===== src/rtl/ptcalc_ap_sequencer.sv =====
// ptcalc_ap_sequencer: ap_ctrl_hs initiator that collects a candidate plus segment words, launches the HLS pT core and forwards its result.
// Optional debug ports (latency, ptcalc snapshot, idle check) are enabled by defining PTCALC_SEQ_DEBUG_EN.
module ptcalc_ap_sequencer #(
    parameter int PL_W    = 64,
    parameter int SF_W    = 32,
    parameter int MTC_W   = 48,
    parameter int WINDOW  = 16,
    parameter int TIMEOUT = 256
) (
    input  logic             ap_clk,
    input  logic             ap_rst,
    input  logic [PL_W-1:0]  pl_i_data,
    input  logic             pl_i_valid,
    input  logic             pl_i_is_c_side,
    input  logic [SF_W-1:0]  sf_inn_i_data,
    input  logic             sf_inn_i_valid,
    input  logic [SF_W-1:0]  sf_mid_i_data,
    input  logic             sf_mid_i_valid,
    input  logic [SF_W-1:0]  sf_out_i_data,
    input  logic             sf_out_i_valid,
    output logic [MTC_W-1:0] mtc_o_data,
    output logic             mtc_o_valid,
    output logic             busy_o,
    output logic             timeout_o,
    output logic [15:0]      drop_cnt_o,
    output logic             core_ap_start,
    input  logic             core_ap_done,
    input  logic             core_ap_idle,
    input  logic             core_ap_ready,
    output logic [PL_W-1:0]  core_pl2ptcalc,
    output logic [SF_W-1:0]  core_sf2ptcalc_inn,
    output logic [SF_W-1:0]  core_sf2ptcalc_mid,
    output logic [SF_W-1:0]  core_sf2ptcalc_out,
    output logic             core_is_C_side,
`ifdef PTCALC_SEQ_DEBUG_EN
    output logic [15:0]      dbg_latency_o,
    input  logic [57:0]      dbg_ptcalc_i,
    output logic [57:0]      dbg_ptcalc_o,
    output logic             dbg_idle_err_o,
`endif
    input  logic [MTC_W-1:0] core_ptcalc2mtc,
    input  logic             core_ptcalc2mtc_ap_vld
);
    localparam int WW = WINDOW > 1 ? $clog2(WINDOW) : 1;
    localparam int TW = $clog2(TIMEOUT);
    localparam logic [WW-1:0] WIN_LAST = WW'(WINDOW - 1);
    localparam logic [TW-1:0] TO_LAST = TW'(TIMEOUT - 1);

    typedef enum logic [1:0] {IDLE, COLLECT, START, WAIT} state_t;

    state_t           state_q;
    logic [2:0]       pres_q;
    logic [WW-1:0]    win_q;
    logic [TW-1:0]    wait_q;
    logic [PL_W-1:0]  pl_q;
    logic             c_q;
    logic [SF_W-1:0]  inn_q, mid_q, out_q;
    logic             start_q, mtc_vld_q, to_q;
    logic [MTC_W-1:0] mtc_q;
    logic [15:0]      drop_q;
    logic [2:0]       sf_v;
    logic             enough, collect_end, launch, drop_d;

    assign sf_v = {sf_out_i_valid, sf_mid_i_valid, sf_inn_i_valid};
    assign enough = (pres_q[0] & pres_q[1]) | (pres_q[0] & pres_q[2]) | (pres_q[1] & pres_q[2]);
    // Exit decision uses registered presence; words arriving on the exit cycle are not captured
    assign collect_end = state_q == COLLECT && (&pres_q || win_q == WIN_LAST);
    assign launch = collect_end && enough;
    assign drop_d = (pl_i_valid && state_q != IDLE) || (collect_end && !enough);

    always_ff @(posedge ap_clk) begin
        if (ap_rst) begin
            state_q   <= IDLE;
            pres_q    <= '0;
            win_q     <= '0;
            wait_q    <= '0;
            pl_q      <= '0;
            c_q       <= 1'b0;
            inn_q     <= '0;
            mid_q     <= '0;
            out_q     <= '0;
            start_q   <= 1'b0;
            mtc_vld_q <= 1'b0;
            to_q      <= 1'b0;
            mtc_q     <= '0;
            drop_q    <= '0;
        end else begin
            mtc_vld_q <= 1'b0;
            to_q      <= 1'b0;
            if (drop_d && drop_q != 16'hFFFF) drop_q <= drop_q + 16'd1;
            unique case (state_q)
                IDLE: if (pl_i_valid) begin
                    pl_q    <= pl_i_data;
                    c_q     <= pl_i_is_c_side;
                    inn_q   <= sf_inn_i_valid ? sf_inn_i_data : '0;
                    mid_q   <= sf_mid_i_valid ? sf_mid_i_data : '0;
                    out_q   <= sf_out_i_valid ? sf_out_i_data : '0;
                    pres_q  <= sf_v;
                    win_q   <= '0;
                    state_q <= COLLECT;
                end
                COLLECT: begin
                    win_q <= win_q + 1'b1;
                    if (collect_end) begin
                        state_q <= launch ? START : IDLE;
                        start_q <= launch;
                    end else begin
                        if (sf_inn_i_valid && !pres_q[0]) inn_q <= sf_inn_i_data;
                        if (sf_mid_i_valid && !pres_q[1]) mid_q <= sf_mid_i_data;
                        if (sf_out_i_valid && !pres_q[2]) out_q <= sf_out_i_data;
                        pres_q <= pres_q | sf_v;
                    end
                end
                START: if (core_ap_ready) begin
                    start_q <= 1'b0;
                    wait_q  <= '0;
                    state_q <= WAIT;
                end
                WAIT: begin
                    wait_q <= wait_q + 1'b1;
                    if (core_ptcalc2mtc_ap_vld) begin
                        mtc_q     <= core_ptcalc2mtc;
                        mtc_vld_q <= 1'b1;
                    end
                    if (core_ap_done) state_q <= IDLE;
                    else if (wait_q == TO_LAST) begin
                        to_q    <= 1'b1;
                        state_q <= IDLE;
                    end
                end
            endcase
        end
    end

    assign mtc_o_data         = mtc_q;
    assign mtc_o_valid        = mtc_vld_q;
    assign busy_o             = state_q != IDLE;
    assign timeout_o          = to_q;
    assign drop_cnt_o         = drop_q;
    assign core_ap_start      = start_q;
    assign core_pl2ptcalc     = pl_q;
    assign core_sf2ptcalc_inn = inn_q;
    assign core_sf2ptcalc_mid = mid_q;
    assign core_sf2ptcalc_out = out_q;
    assign core_is_C_side     = c_q;

`ifdef PTCALC_SEQ_DEBUG_EN
    localparam int IW = $clog2(TIMEOUT + 1);

    logic [15:0]   lat_q, dbg_lat_q;
    logic [57:0]   dbg_pt_q;
    logic [IW-1:0] idle_q;
    logic          idle_err_q;

    always_ff @(posedge ap_clk) begin
        if (ap_rst) begin
            lat_q      <= '0;
            dbg_lat_q  <= '0;
            dbg_pt_q   <= '0;
            idle_q     <= '0;
            idle_err_q <= 1'b0;
        end else begin
            if (launch) lat_q <= 16'd1;
            else if ((state_q == START || state_q == WAIT) && lat_q != 16'hFFFF) lat_q <= lat_q + 16'd1;
            if (state_q == WAIT && core_ap_done) begin
                dbg_lat_q <= lat_q;
                dbg_pt_q  <= dbg_ptcalc_i;
            end
            if (state_q == IDLE && !core_ap_idle) begin
                if (idle_q == IW'(TIMEOUT)) idle_err_q <= 1'b1;
                else idle_q <= idle_q + 1'b1;
            end else idle_q <= '0;
        end
    end

    assign dbg_latency_o  = dbg_lat_q;
    assign dbg_ptcalc_o   = dbg_pt_q;
    assign dbg_idle_err_o = idle_err_q;
`else
    logic unused_idle;
    assign unused_idle = core_ap_idle;
`endif
endmodule

===== config.mk =====
export PLATFORM = sky130hd
export DESIGN_NAME = ptcalc_ap_sequencer
export DESIGN_NICKNAME = d
export VERILOG_FILES = /design/src/rtl/ptcalc_ap_sequencer.sv
export SDC_FILE = /design/constraint.sdc
export NUM_CORES = 1
export LEC_CHECK = 0
export CAP_MARGIN = 10
export CORE_AREA = 2 2 175 177
export CTS_CLUSTER_DIAMETER = 150
export DETAILED_ROUTE_END_ITERATION = 16
export DIE_AREA = 0 0 177 179
export GPL_TIMING_DRIVEN = 0
export PLACE_DENSITY_LB_ADDON = 0.3
export SLEW_MARGIN = 20
export SYNTH_ARGS = -nofsm -noshare
export SYNTH_HDL_FRONTEND = slang
export SYNTH_SLANG_ARGS = --single-unit

===== constraint.sdc =====
create_clock -name ap_clk -period 5.75 [get_ports ap_clk]
set_input_delay 0.8625 -clock ap_clk [delete_from_list [all_inputs] [get_ports ap_clk]]
set_output_delay 0.8625 -clock ap_clk [all_outputs]
set_load 0.05 [all_outputs]

==> results.yml <==
logic_synthesis:
  ys_seq_area_share_pct: 52.7
  ys_ff_latch: 245
  synthMuxAreaShare_pct: 0.471
  synth_area_leaders: "dfxtp_1, nand2_1, a21oi_1"
  ys.flop_type: "dfxtp_1"
  synth_cell_types: 47
  synth_nets: 1360
  synth.avg_cell_area_um2: 8.18
  synthAdderAreaFrac_pct: 0.524
  async_flop_share_pct: 0
  synth_compound_area_share_pct: 15.3
  synth_top_area_share_pct: 52.7
  synth_xor_area_share_pct: 0.847
  syn_area_um2: 9300
  yosysWarnings: 0
  yosys.area.top_type: "dfxtp_1"
  synthTopCellsByCount: "dfxtp_1, nand2_1, a21oi_1"
  synth_most_common_cell: "dfxtp_1"
  synth-simple-area-share_pct: 26.5
  synth_top_family_by_area: "simple AND/OR/NAND/NOR gates"
  syn_inst: 1138
  synth-edff-count: 0
final_layout:
  fin_cells: 2026
  post-route-util_pct: 50.6
  fin_nets: 1835
  multi_input_comb_area_um2: 4070
  areaGrowthSynthToFinish_pct: 63.2
  nFillCells: 2879
  layout-drive-gt1-share_pct: 3.38
  regArea_um2: 4900
timing:
  fmax_ghz: 0.330
  rsz0062_at_grt: "no"
  tightest_slew_ps: 935
  finalHoldViolations: 0
  fin_worst_skew_ps: 12.6
  period_needed_ps: 3030
  setup_tns_ps: 0
  max_slew_margin_pct: 37.7
  finalSetupViolCount: 0
  hold_ws_ps: 452
  slew_viol_final: 0
  final.period_utilization_pct: 52.7
clock_network:
  clk_latency_ps: 530
  cts-hold-fix-buffers: 0
  cts_tree: "done"
  clock_sinks: 245
  root_buffer: "clkbuf_16"
  clk_pin_slew_ps: 60
  htree_levels: 1
  cts_setup_buffers: 0
  cts_buffers: 28
  postCtsResizedCells: 0
  cts_buffer_depth: 3
floorplan:
  dieArea_um2: 31700
  io_pins: 448
  die_x_um: 177
  rows: 64
  core_area_um2: 30000
  die_h_um: 179
  start_util_pct: 31.0
power:
  leakage_nw: 5.23
  ir_drop_mv: 0.225
  p_per_area_nw_per_um2: 290
critical_path:
  cp.required_ps: 4890
  cp-start-kind: "flip-flop"
  regToRegSetupSlack_ps: 3390
  critPathArrivalTime_ps: 2170
  critPathCaptureType: "primary output"
  cp_max_fo: 10
  critPathKind: "flip-flop to primary output"
place:
  port_buffers: 445
  hpwl_um: 25800
  place_congestion: 0.831
  dp.cells: 1979
route:
  drt-pass1-iter-count: 4
  vias: 9625
  wl_per_cell_um: 16.8
  routed_wl_um: 33900
  drc: 0
  drt_iter0_markers: 443
  via_per_inst: 4.75
  ant_nets: 0
global_routing:
  grt_usage_pct: 20.1
  grt_pass1_vias: 9184
  grt_pass1_wl_um: 50400
  grt_max_degree: 14
  antenna_found_initial: 2
  grt-ovfl-total: 0
flow_run:
  cap_viol_max_count: 0
outcome:
  status: "complete, no violations"
min_path:
  hold_path.class: "flip-flop to flip-flop"
-- final cells by class --
class	instances	area share, %
Sequential cell	245	32.3
Timing Repair Buffer	445	29.3
Multi-Input combinational cell	805	26.8
Clock buffer	38	5.33
Tap cell	396	3.26
Buffer	85	2.13
Clock inverter	8	0.775
Inverter	3	0.0742
Antenna cell	1	0.0165
-- cells by family after synthesis --
family,Yosys count
AOI/OAI and AO/OA,263
buffers and inverters,88
and+or+nand+nor,525
muxes,4
DFF,245
xor gates and xnor gates,9
adders and majority gates,4
-- critical path, stage by stage, from the launching register on --
cell and delay, ps:
dfxtp_1 300, buf_2 180, nor2_1 330, inv_1 100, clkdlybuf4s50_1 740
-- report_power, final --
part	switching [mW]	total, mW	internal, mW
Sequential	0.0395	1.81	1.77
Combinational	0.472	0.781	0.309
Clock	0.697	1.80	1.11
-- sequential cells by signal, summed over array words and instances, names as in the netlist, named ones only --
name,count
core_ap_start,1
core_pl2ptcalc,64
pres_q,3
wait_q,8
core_sf2ptcalc_out,32
mtc_o_data,48
timeout_o,1
mtc_o_valid,1
core_sf2ptcalc_inn,32
core_sf2ptcalc_mid,32
core_is_C_side,1
win_q,4
state_q,1
drop_cnt_o,16
-- worst paths after layout --
path,from,endpoint,depth (start not counted)
worst max register to register,win_q[0],core_sf2ptcalc_inn[15],7
worst min-delay path,mtc_o_data[31],mtc_o_data[31],2
worst max-delay path,flip-flop,busy_o,4
worst min register to register,mtc_o_data[31],mtc_o_data[31],2
-- layer usage --
layer / up-vias / track usage [%] / part of all wire [%]
li1: 4789 / - / -
met1: 4433 / 23.8 / 41
met2: 351 / 35.1 / 48
met3: 50 / 6.23 / 8.8
met4: 2 / 5.17 / 2.0
met5: - / 0 / 0.038
-- metrics by stage --
stage	worst slack, ps	instance area, µm²	total power [mW]
floorplan	3420	9300	2.26
global placement	2620	14300	2.63
detailed placement	2610	14300	2.63
CTS	2640	15200	4.46
global route	2600	15200	4.57
finish	2720	15200	4.40
-- placed cells by master, fill, tap and decap left out, types with 11 or more instances in the layout --
| cell type | synthesis | layout |
|---|---|---|
| a21oi_1 | 126 | 126 |
| o21ai_0 | 105 | 105 |
| nand2_1 | 243 | 243 |
| nand3_1 | 106 | 106 |
| buf_1 | 12 | 12 |
| nand2b_1 | 100 | 100 |
| clkbuf_16 | 0 | 29 |
| a22oi_1 | 11 | 11 |
| clkbuf_1 | 70 | 74 |
| dfxtp_1 | 245 | 245 |
| clkdlybuf4s50_1 | 0 | 445 |
| nor2_1 | 40 | 40 |
Power figures use the tool's default switching activity.
